**src/rtl/async_fifo_rd_ctrl_if.sv**
```systemverilog
// Read-side bus bundle for async_fifo_rd_ctrl: FIFO read port plus the
// downstream valid/ready stream. The controller is the master.
interface async_fifo_rd_ctrl_if #(
  parameter int DSIZE = 8
);
  logic             rempty;
  logic [DSIZE-1:0] rdata;
  logic             rinc;
  logic             m_valid;
  logic [DSIZE-1:0] m_data;
  logic             m_ready;

  modport master (
    input  rempty, rdata, m_ready,
    output rinc, m_valid, m_data
  );

  modport slave (
    output rempty, rdata, m_ready,
    input  rinc, m_valid, m_data
  );
endinterface

```
**src/rtl/async_fifo_rd_ctrl.sv**
```systemverilog
// Read-domain FIFO consumer: pops the FIFO, captures rdata after RD_LAT cycles
// into a small output buffer, and streams it on valid/ready. Optional sequence
// checker enabled by `define ASYNC_FIFO_RD_CHECK_EN (adds o_err, o_err_cnt).
module async_fifo_rd_ctrl #(
  parameter int DSIZE      = 8,
  parameter int OBUF_DEPTH = 2,
  parameter int RD_LAT     = 1,
  parameter int CNT_W      = 16
) (
  input  logic                 i_rclk,
  input  logic                 i_rrst,
  input  logic                 i_en,
  async_fifo_rd_ctrl_if.master bus,
  output logic                 o_busy,
  output logic [CNT_W-1:0]     o_pop_cnt
`ifdef ASYNC_FIFO_RD_CHECK_EN
  ,
  output logic                 o_err,
  output logic [7:0]           o_err_cnt
`endif
);

  localparam int AW    = $clog2(OBUF_DEPTH);
  localparam int OCC_W = $clog2(OBUF_DEPTH) + 2;

  typedef enum logic [1:0] {IDLE, RUN, DRAIN} state_t;

  state_t             r_state, w_state_nxt;
  logic [RD_LAT-1:0]  r_vld_pipe;
  logic [DSIZE-1:0]   r_buf [OBUF_DEPTH];
  logic [AW-1:0]      r_wptr, r_rptr;
  logic [OCC_W-1:0]   r_occ;
  logic [CNT_W-1:0]   r_pop_cnt;

  logic               w_cap, w_rem, w_rinc;
  logic [OCC_W-1:0]   w_infl, w_room;

  assign w_cap = r_vld_pipe[RD_LAT-1];
  assign w_rem = (r_occ != '0) && bus.m_ready;

  always_comb begin
    w_infl = '0;
    for (int i = 0; i < RD_LAT; i++) w_infl = w_infl + OCC_W'(r_vld_pipe[i]);
  end

  // A word leaving this cycle frees its slot immediately; without this the
  // pop rule would stall every other cycle and lose back-to-back throughput.
  assign w_room = r_occ - OCC_W'(w_rem) + w_infl;
  assign w_rinc = (r_state == RUN) && !bus.rempty && (w_room < OCC_W'(OBUF_DEPTH));

  always_comb begin
    w_state_nxt = r_state;
    case (r_state)
      IDLE:    if (i_en) w_state_nxt = RUN;
      RUN:     if (!i_en) w_state_nxt = DRAIN;
      DRAIN: begin
        if (i_en)                                  w_state_nxt = RUN;
        else if ((w_infl == '0) && (r_occ == '0))  w_state_nxt = IDLE;
      end
      default: w_state_nxt = IDLE;
    endcase
  end

  always_ff @(posedge i_rclk) begin
    if (i_rrst) begin
      r_state    <= IDLE;
      r_vld_pipe <= '0;
      r_wptr     <= '0;
      r_rptr     <= '0;
      r_occ      <= '0;
      r_pop_cnt  <= '0;
      for (int i = 0; i < OBUF_DEPTH; i++) r_buf[i] <= '0;
    end else begin
      r_state       <= w_state_nxt;
      r_vld_pipe[0] <= w_rinc;
      for (int i = 1; i < RD_LAT; i++) r_vld_pipe[i] <= r_vld_pipe[i-1];
      if (w_cap) begin
        r_buf[r_wptr] <= bus.rdata;
        r_wptr        <= r_wptr + AW'(1);
      end
      if (w_rem) r_rptr <= r_rptr + AW'(1);
      r_occ <= r_occ + OCC_W'(w_cap) - OCC_W'(w_rem);
      if (w_rinc) r_pop_cnt <= r_pop_cnt + CNT_W'(1);
    end
  end

  assign bus.rinc    = w_rinc;
  assign bus.m_valid = (r_occ != '0);
  assign bus.m_data  = r_buf[r_rptr];
  assign o_busy      = (r_state != IDLE);
  assign o_pop_cnt   = r_pop_cnt;

`ifdef ASYNC_FIFO_RD_CHECK_EN
  logic [DSIZE-1:0] r_exp;
  logic             r_err;
  logic [7:0]       r_err_cnt;

  // On a match rdata+1 equals r_exp+1, so both paths resync the same way.
  always_ff @(posedge i_rclk) begin
    if (i_rrst) begin
      r_exp     <= '0;
      r_err     <= 1'b0;
      r_err_cnt <= '0;
    end else if (w_cap) begin
      r_exp <= bus.rdata + DSIZE'(1);
      if (bus.rdata != r_exp) begin
        r_err <= 1'b1;
        if (r_err_cnt != 8'hFF) r_err_cnt <= r_err_cnt + 8'd1;
      end
    end
  end

  assign o_err     = r_err;
  assign o_err_cnt = r_err_cnt;
`endif

endmodule

```
**src/flat_wrapper.sv**
```systemverilog
// flat-port wrapper written by rule: the top's interface ports become plain ports
module async_fifo_rd_ctrl_flat 
#(
  parameter int DSIZE      = 8,
  parameter int OBUF_DEPTH = 2,
  parameter int RD_LAT     = 1,
  parameter int CNT_W      = 16
)
  (i_rclk, i_rrst, i_en, o_busy, o_pop_cnt, bus_rempty, bus_rdata, bus_m_ready, bus_rinc, bus_m_valid, bus_m_data);
  async_fifo_rd_ctrl_if #(.DSIZE(DSIZE)) bus_i ();
  input  logic i_rclk;
  input  logic i_rrst;
  input  logic i_en;
  output logic o_busy;
  output logic [CNT_W-1:0] o_pop_cnt;
  input wire logic [$bits(bus_i.rempty)-1:0] bus_rempty;
  input wire logic [$bits(bus_i.rdata)-1:0] bus_rdata;
  input wire logic [$bits(bus_i.m_ready)-1:0] bus_m_ready;
  output wire logic [$bits(bus_i.rinc)-1:0] bus_rinc;
  output wire logic [$bits(bus_i.m_valid)-1:0] bus_m_valid;
  output wire logic [$bits(bus_i.m_data)-1:0] bus_m_data;
  assign bus_i.rempty = bus_rempty;
  assign bus_i.rdata = bus_rdata;
  assign bus_i.m_ready = bus_m_ready;
  assign bus_rinc = bus_i.rinc;
  assign bus_m_valid = bus_i.m_valid;
  assign bus_m_data = bus_i.m_data;
  async_fifo_rd_ctrl #(.DSIZE(DSIZE), .OBUF_DEPTH(OBUF_DEPTH), .RD_LAT(RD_LAT), .CNT_W(CNT_W)) u_core (.i_rclk(i_rclk), .i_rrst(i_rrst), .i_en(i_en), .bus(bus_i), .o_busy(o_busy), .o_pop_cnt(o_pop_cnt));
endmodule
```
**config.mk**
```make
export PLATFORM = sky130hd
export DESIGN_NAME = async_fifo_rd_ctrl_flat
export DESIGN_NICKNAME = d
export VERILOG_FILES = /design/src/rtl/async_fifo_rd_ctrl_if.sv /design/src/rtl/async_fifo_rd_ctrl.sv /design/src/flat_wrapper.sv
export SDC_FILE = /design/constraint.sdc
export NUM_CORES = 1
export LEC_CHECK = 0
export CORE_ASPECT_RATIO = 0.9
export CORE_MARGIN = 3
export CORE_UTILIZATION = 45
export DETAILED_ROUTE_END_ITERATION = 12
export GPL_TIMING_DRIVEN = 0
export PLACE_DENSITY = 0.72
export SYNTH_ARGS = -nofsm -noshare
export SYNTH_HDL_FRONTEND = slang
export SYNTH_SLANG_ARGS = --single-unit
```
**constraint.sdc**
```tcl
create_clock -name i_rclk -period 4.9 [get_ports i_rclk]
set_input_delay 0.735 -clock i_rclk [delete_from_list [all_inputs] [get_ports i_rclk]]
set_output_delay 0.735 -clock i_rclk [all_outputs]
set_load 0.03 [all_outputs]
```
; Yosys cells after proc, flatten, opt, wreduce, memory -nomap -nowiden
; Memory sizes are Yosys's and may differ from the RTL's. A register that Yosys moved wholly into a read port is not among the register bits.
; Index checks and enable logic that the tools add are counted.
[word_totals]
ram_bits = 16
wordCells = 47
ff_bits = 24
out_inout_bits = 27
input_bits = 13
n_memories = 1
[memory_table]
columns = name, depth, word_bits, rd, rd_clocked_by_memory_dff, wr, line
row1 = u_core.r_buf, 2, 8, 1, 1, 2, async_fifo_rd_ctrl.sv:30  ; logic [DSIZE-1:0] r_buf [OBUF_DEPTH];
[op_classes]
magnitude_cmp = 1
n_reduce_logical = 12
add_sub_neg = 7
mux = 15
eq_ne = 5
[ops]
columns = operator, n
row1 = 16-bit by 1-bit adder with 16-bit output (second input constant), 1
row2 = 1-bit 2-to-1 mux, 9
row3 = 2-bit 2-to-1 mux, 4
row4 = 8-bit 2-to-1 mux, 1
row5 = 8-bit OR reduction, 1
row6 = 3-bit by 1-bit adder with 3-bit output, 2
row7 = 3-bit logical NOT, 2
row8 = 2-bit one-hot mux with 3 select lines, 1
row9 = 3-bit by 1-bit subtractor with 3-bit output, 2
row10 = 1-bit logical AND, 4
row11 = 2-bit != test (second input constant), 2
row12 = 3-bit by 2-bit less-than comparator with 1-bit output (second input constant), 1
row13 = 3-bit by 2-bit != test with 1-bit output (second input constant), 1
row14 = 3-bit AND reduction, 1
row15 = 3-bit nonzero test, 1
row16 = 1-bit adder (second input constant), 2
row17 = 2-bit by 1-bit == test with 1-bit output (second input constant), 1
row18 = 2-bit == test (second input constant), 1
row19 = 2-bit logical NOT, 1
row20 = 2-bit nonzero test, 1
row21 = 1-bit logical NOT, 1

; Longest topological paths before layout
[depth]
word_depth = 6
mapped_depth = 10
depth_no_buf = 10

; Worst setup path after synthesis
; Ideal clock, no wire load.
[synth_timing]
path_type = flip-flop to output port
startpoint = reg u_core.r_occ[0]
endpoint = out bus_rinc
arrival_ns = 2.899
path_stages_with_launch = 10
slack_ns = 1.266
n_path_buf = 0
required_time_ns = 4.165
cell_sequence = dfxtp_1 or3_1 and2_1 ha_1 inv_1 ha_1 fa_1 nor4b_4 nand2_1 inv_1
[synth_between]
elab_chain_len = 6
[synth_rtl]
columns = item, line
row1 = "start, declared", async_fifo_rd_ctrl.sv:32  ; logic [OCC_W-1:0] r_occ;
row2 = "start signal, assigned", async_fifo_rd_ctrl.sv:82  ; r_occ <= r_occ + OCC_W'(w_cap) - OCC_W'(w_rem);
row3 = 3-bit nonzero test, n/a
row4 = net bus_m_valid, flat_wrapper.sv:20  ; output wire logic [$bits(bus_i.m_valid)-1:0] bus_m_valid;
row5 = 1-bit logical AND, async_fifo_rd_ctrl.sv:39  ; assign w_rem = (r_occ != '0) && bus.m_ready;
row6 = net u_core.w_rem, async_fifo_rd_ctrl.sv:35  ; logic w_cap, w_rem, w_rinc;
row7 = 3-bit by 1-bit subtractor with 3-bit output, async_fifo_rd_ctrl.sv:48  ; assign w_room = r_occ - OCC_W'(w_rem) + w_infl;
row8 = 3-bit by 1-bit adder with 3-bit output, async_fifo_rd_ctrl.sv:48
row9 = net u_core.w_room[1], async_fifo_rd_ctrl.sv:36  ; logic [OCC_W-1:0] w_infl, w_room;
row10 = 3-bit by 2-bit less-than comparator with 1-bit output, async_fifo_rd_ctrl.sv:49  ; assign w_rinc = (r_state == RUN) && !bus.rempty && (w_room < OCC_W'(OBUF_DEPTH));
row11 = 1-bit logical AND, async_fifo_rd_ctrl.sv:49
row12 = "end, declared", flat_wrapper.sv:19  ; output wire logic [$bits(bus_i.rinc)-1:0] bus_rinc;
; The timed path passes the listed nets, and every way through them passes these cells.

; Worst setup path after layout
[layout_timing]
startpoint = in bus_m_ready
endpoint = out bus_rinc
[layout_between]
elab_chain_len = 5
[layout_rtl]
columns = item, line
row1 = "start, declared", flat_wrapper.sv:18  ; input wire logic [$bits(bus_i.m_ready)-1:0] bus_m_ready;
row2 = 1-bit logical AND, async_fifo_rd_ctrl.sv:39
row3 = net u_core.w_rem, async_fifo_rd_ctrl.sv:35
row4 = 3-bit by 1-bit subtractor with 3-bit output, async_fifo_rd_ctrl.sv:48
row5 = 3-bit by 1-bit adder with 3-bit output, async_fifo_rd_ctrl.sv:48
row6 = net u_core.w_room[1], async_fifo_rd_ctrl.sv:36
row7 = 3-bit by 2-bit less-than comparator with 1-bit output, async_fifo_rd_ctrl.sv:49
row8 = 1-bit logical AND, async_fifo_rd_ctrl.sv:49
; The timed path passes the listed nets, and every way through them passes these cells.

==> qor.yml <==
cts:
  cts.sinks: 41
  post-cts-setup-buffers: 0
  cts_hold_repair.buffers: 0
  tritoncts: "yes"
  insertion_delay_ps: 290
  numCtsBuffers: 5
  clock-root-buffer: "clkbuf_8"
  clk_pin_slew_worst_paths_ps: 80
  clockBufferDepth: 2
  cts_resized: 0
  htreeDepth: 2
placement:
  dp_cells: 255
  hpwl_mm: 2.66
  io_buffer_count: 39
  dpl_cell_area_mm2: 0.00234
  place_ws_ps: 348
  place.gp.congestion: 0.784
global_routing:
  gr-total-overflow: 0
  grtUsageTotal_pct: 16.1
  grt_max_degree: 14
  grt_pass1_vias: 1331
  grt_pass1_wl_mm: 5.93
  antenna_found_initial: 0
yosys:
  yosys.area.top_type_share_pct: 26.4
  synth_flop_cell: "dfxtp_1"
  avgSynthCellArea_um2: 11.1
  netlist-cell-type-count: 34
  syn-instance-count: 170
  synth_seq_cells: 41
  seq_area_frac_synth_pct: 51.8
  synth_edf_count: 16
  ys_warn_count: 0
  synthArstFlopShare_pct: 0
  yosysMostFrequentCell: "dfxtp_1"
  synth_area_leader_cell: "dfxtp_1"
  synth_common_cells: "dfxtp_1, and2_1, edfxtp_1"
  synthesis.area_mm2: 0.00189
  yosys-top-cells-area: "dfxtp_1, edfxtp_1, and2_1"
  syn_nets: 187
timing:
  timing.final.crit_share_pct: 93.5
  final_hold_viol_count: 0
  clock_skew_ps: 5.92
  finalSetupTns_ps: 0
  slew_headroom_pct: 47.3
  finalSetupViolations: 0
  fmax_mhz: 218
  tightest_slew_ps: 784
  whs_ps: 508
  setup_ws_ps: 318
  grt_setup_unrepaired: "no"
  period_minus_slack_ps: 4580
  drv_slew: 0
detailed_routing:
  post_drt_wl_per_cell_um: 13.9
  drc: 0
  drt_wl_total_mm: 3.66
  dr.pass1.iters: 4
  drt_iter0_markers: 44
  final_antenna_net_count: 0
  vias_per_cell: 5.25
  num_vias: 1380
setup_path:
  worstSetupPathType: "in2out"
  path_max_fanout: 9
  startpoint_type: "primary input"
  crit_path_end_kind: "primary output"
  worst_ep_arrival_time_ps: 3850
  required_ps: 4160
pwr:
  seqPwrFrac_pct: 39.8
  powerDensity_mw_per_mm2: 416
  p_leak_nw: 0.934
  power_mw: 1.01
  p_sw_uw: 353
  combinationalPowerShare_pct: 37.5
  netSwitchingFraction_pct: 34.9
  internal_power_uw: 660
  p_clk_share_pct: 22.7
  ir_drop_mv: 0.180
final_layout:
  postLayoutCellArea_mm2: 0.00244
  nets: 233
  layoutNonFillerInstCount: 263
  fill_cells: 309
  syn_to_final_growth_pct: 28.7
  layout-drive-gt1-share_pct: 12.0
  num_antenna_cells: 0
  final_core_util_pct: 62.7
floorplan:
  ios: 40
  fp.dieH_um: 67.6
  fp-row-count: 21
  core_area_mm2: 0.00389
  fp.dieW_um: 74.4
  start_util_pct: 48.7
  dieArea_mm2: 0.00503
status:
  status: "completed"
min_path:
  hold_class: "reg2reg"
job:
  drv_cap: 0
[power groups by stage]
stage	Clock [mW]	Combinational (mW)	Sequential, mW
floorplan	0	0.272	0.409
detailed placement	0	0.380	0.410
global placement	0	0.376	0.408
finish	0.230	0.380	0.403
global route	0.251	0.411	0.406
CTS	0.238	0.383	0.403
[flip-flops by register name, indices dropped and copies added, names as in the netlist, named ones only]
register / count
u_core.r_rptr: 1
u_core.r_wptr: 1
u_core.r_occ: 3
u_core.r_state: 2
u_core.o_pop_cnt: 16
u_core.r_vld_pipe: 1
u_core.r_buf: 16
[area by class of cell]
| type | instances | area, um^2 | area share [%] |
|---|---|---|---|
| flip-flops and latches | 41 | 981 | 40.2 |
| multi-input cells | 117 | 868 | 35.6 |
| repair buffers | 39 | 390 | 16.0 |
| clock buffers | 6 | 82.6 | 3.39 |
| well taps | 46 | 57.6 | 2.36 |
| inverters | 8 | 30.0 | 1.23 |
| plain buffers | 4 | 15.0 | 0.616 |
| clock inverters | 2 | 13.8 | 0.564 |
[cell usage in the layout, fill, tap and decap left out, drive strengths merged, types with 3 or more instances in the layout]
cell type and instances:
xnor2 4, nand3 4, mux2 12, or3 5, ha 3, nor2 15
nor2b 7, inv 8, clkbuf 10, o21ai 5, nand4 6, nor4b 3
edfxtp 16, and2 19, nand2 4, clkdlybuf4s50 39, xor2 6, nor3 4
a21oi 5, dfxtp 25
[critical path: stages]
cell and delay (ps):
clkdlybuf4s50_1 400, and2_1 170, ha_1 280, inv_1 40, ha_1 180, fa_1 490
nor4b_4 560, nand2_1 230, inv_1 100, clkdlybuf4s50_1 670
[final timing paths]
path	start	to	slack, ps	cells after the start
max	bus_m_ready	bus_rinc	320	10
min	u_core.o_pop_cnt[14]	u_core.o_pop_cnt[14]	510	2
max reg2reg	u_core.r_occ[1]	u_core.o_pop_cnt[15]	1380	10
min reg2reg	u_core.o_pop_cnt[14]	u_core.o_pop_cnt[14]	510	2
[layer usage]
| layer | GRT usage, % | part of all wire (%) | vias up |
|---|---|---|---|
| met5 | 0 | 0 | - |
| met4 | 7.78 | 1.8 | 0 |
| met3 | 5.36 | 4.5 | 7 |
| met2 | 25.5 | 47 | 26 |
| met1 | 19.6 | 47 | 660 |
| li1 | - | - | 687 |
[cells by family after synthesis]
logic type / synth area share (%)
compound gates: 4.76
buf+inv: 2.38
simple gates: 25.0
mux: 7.13
flops: 51.8
xor+xnor: 5.88
fa+ha+maj: 3.04
(Power assumes the default switching activity.)
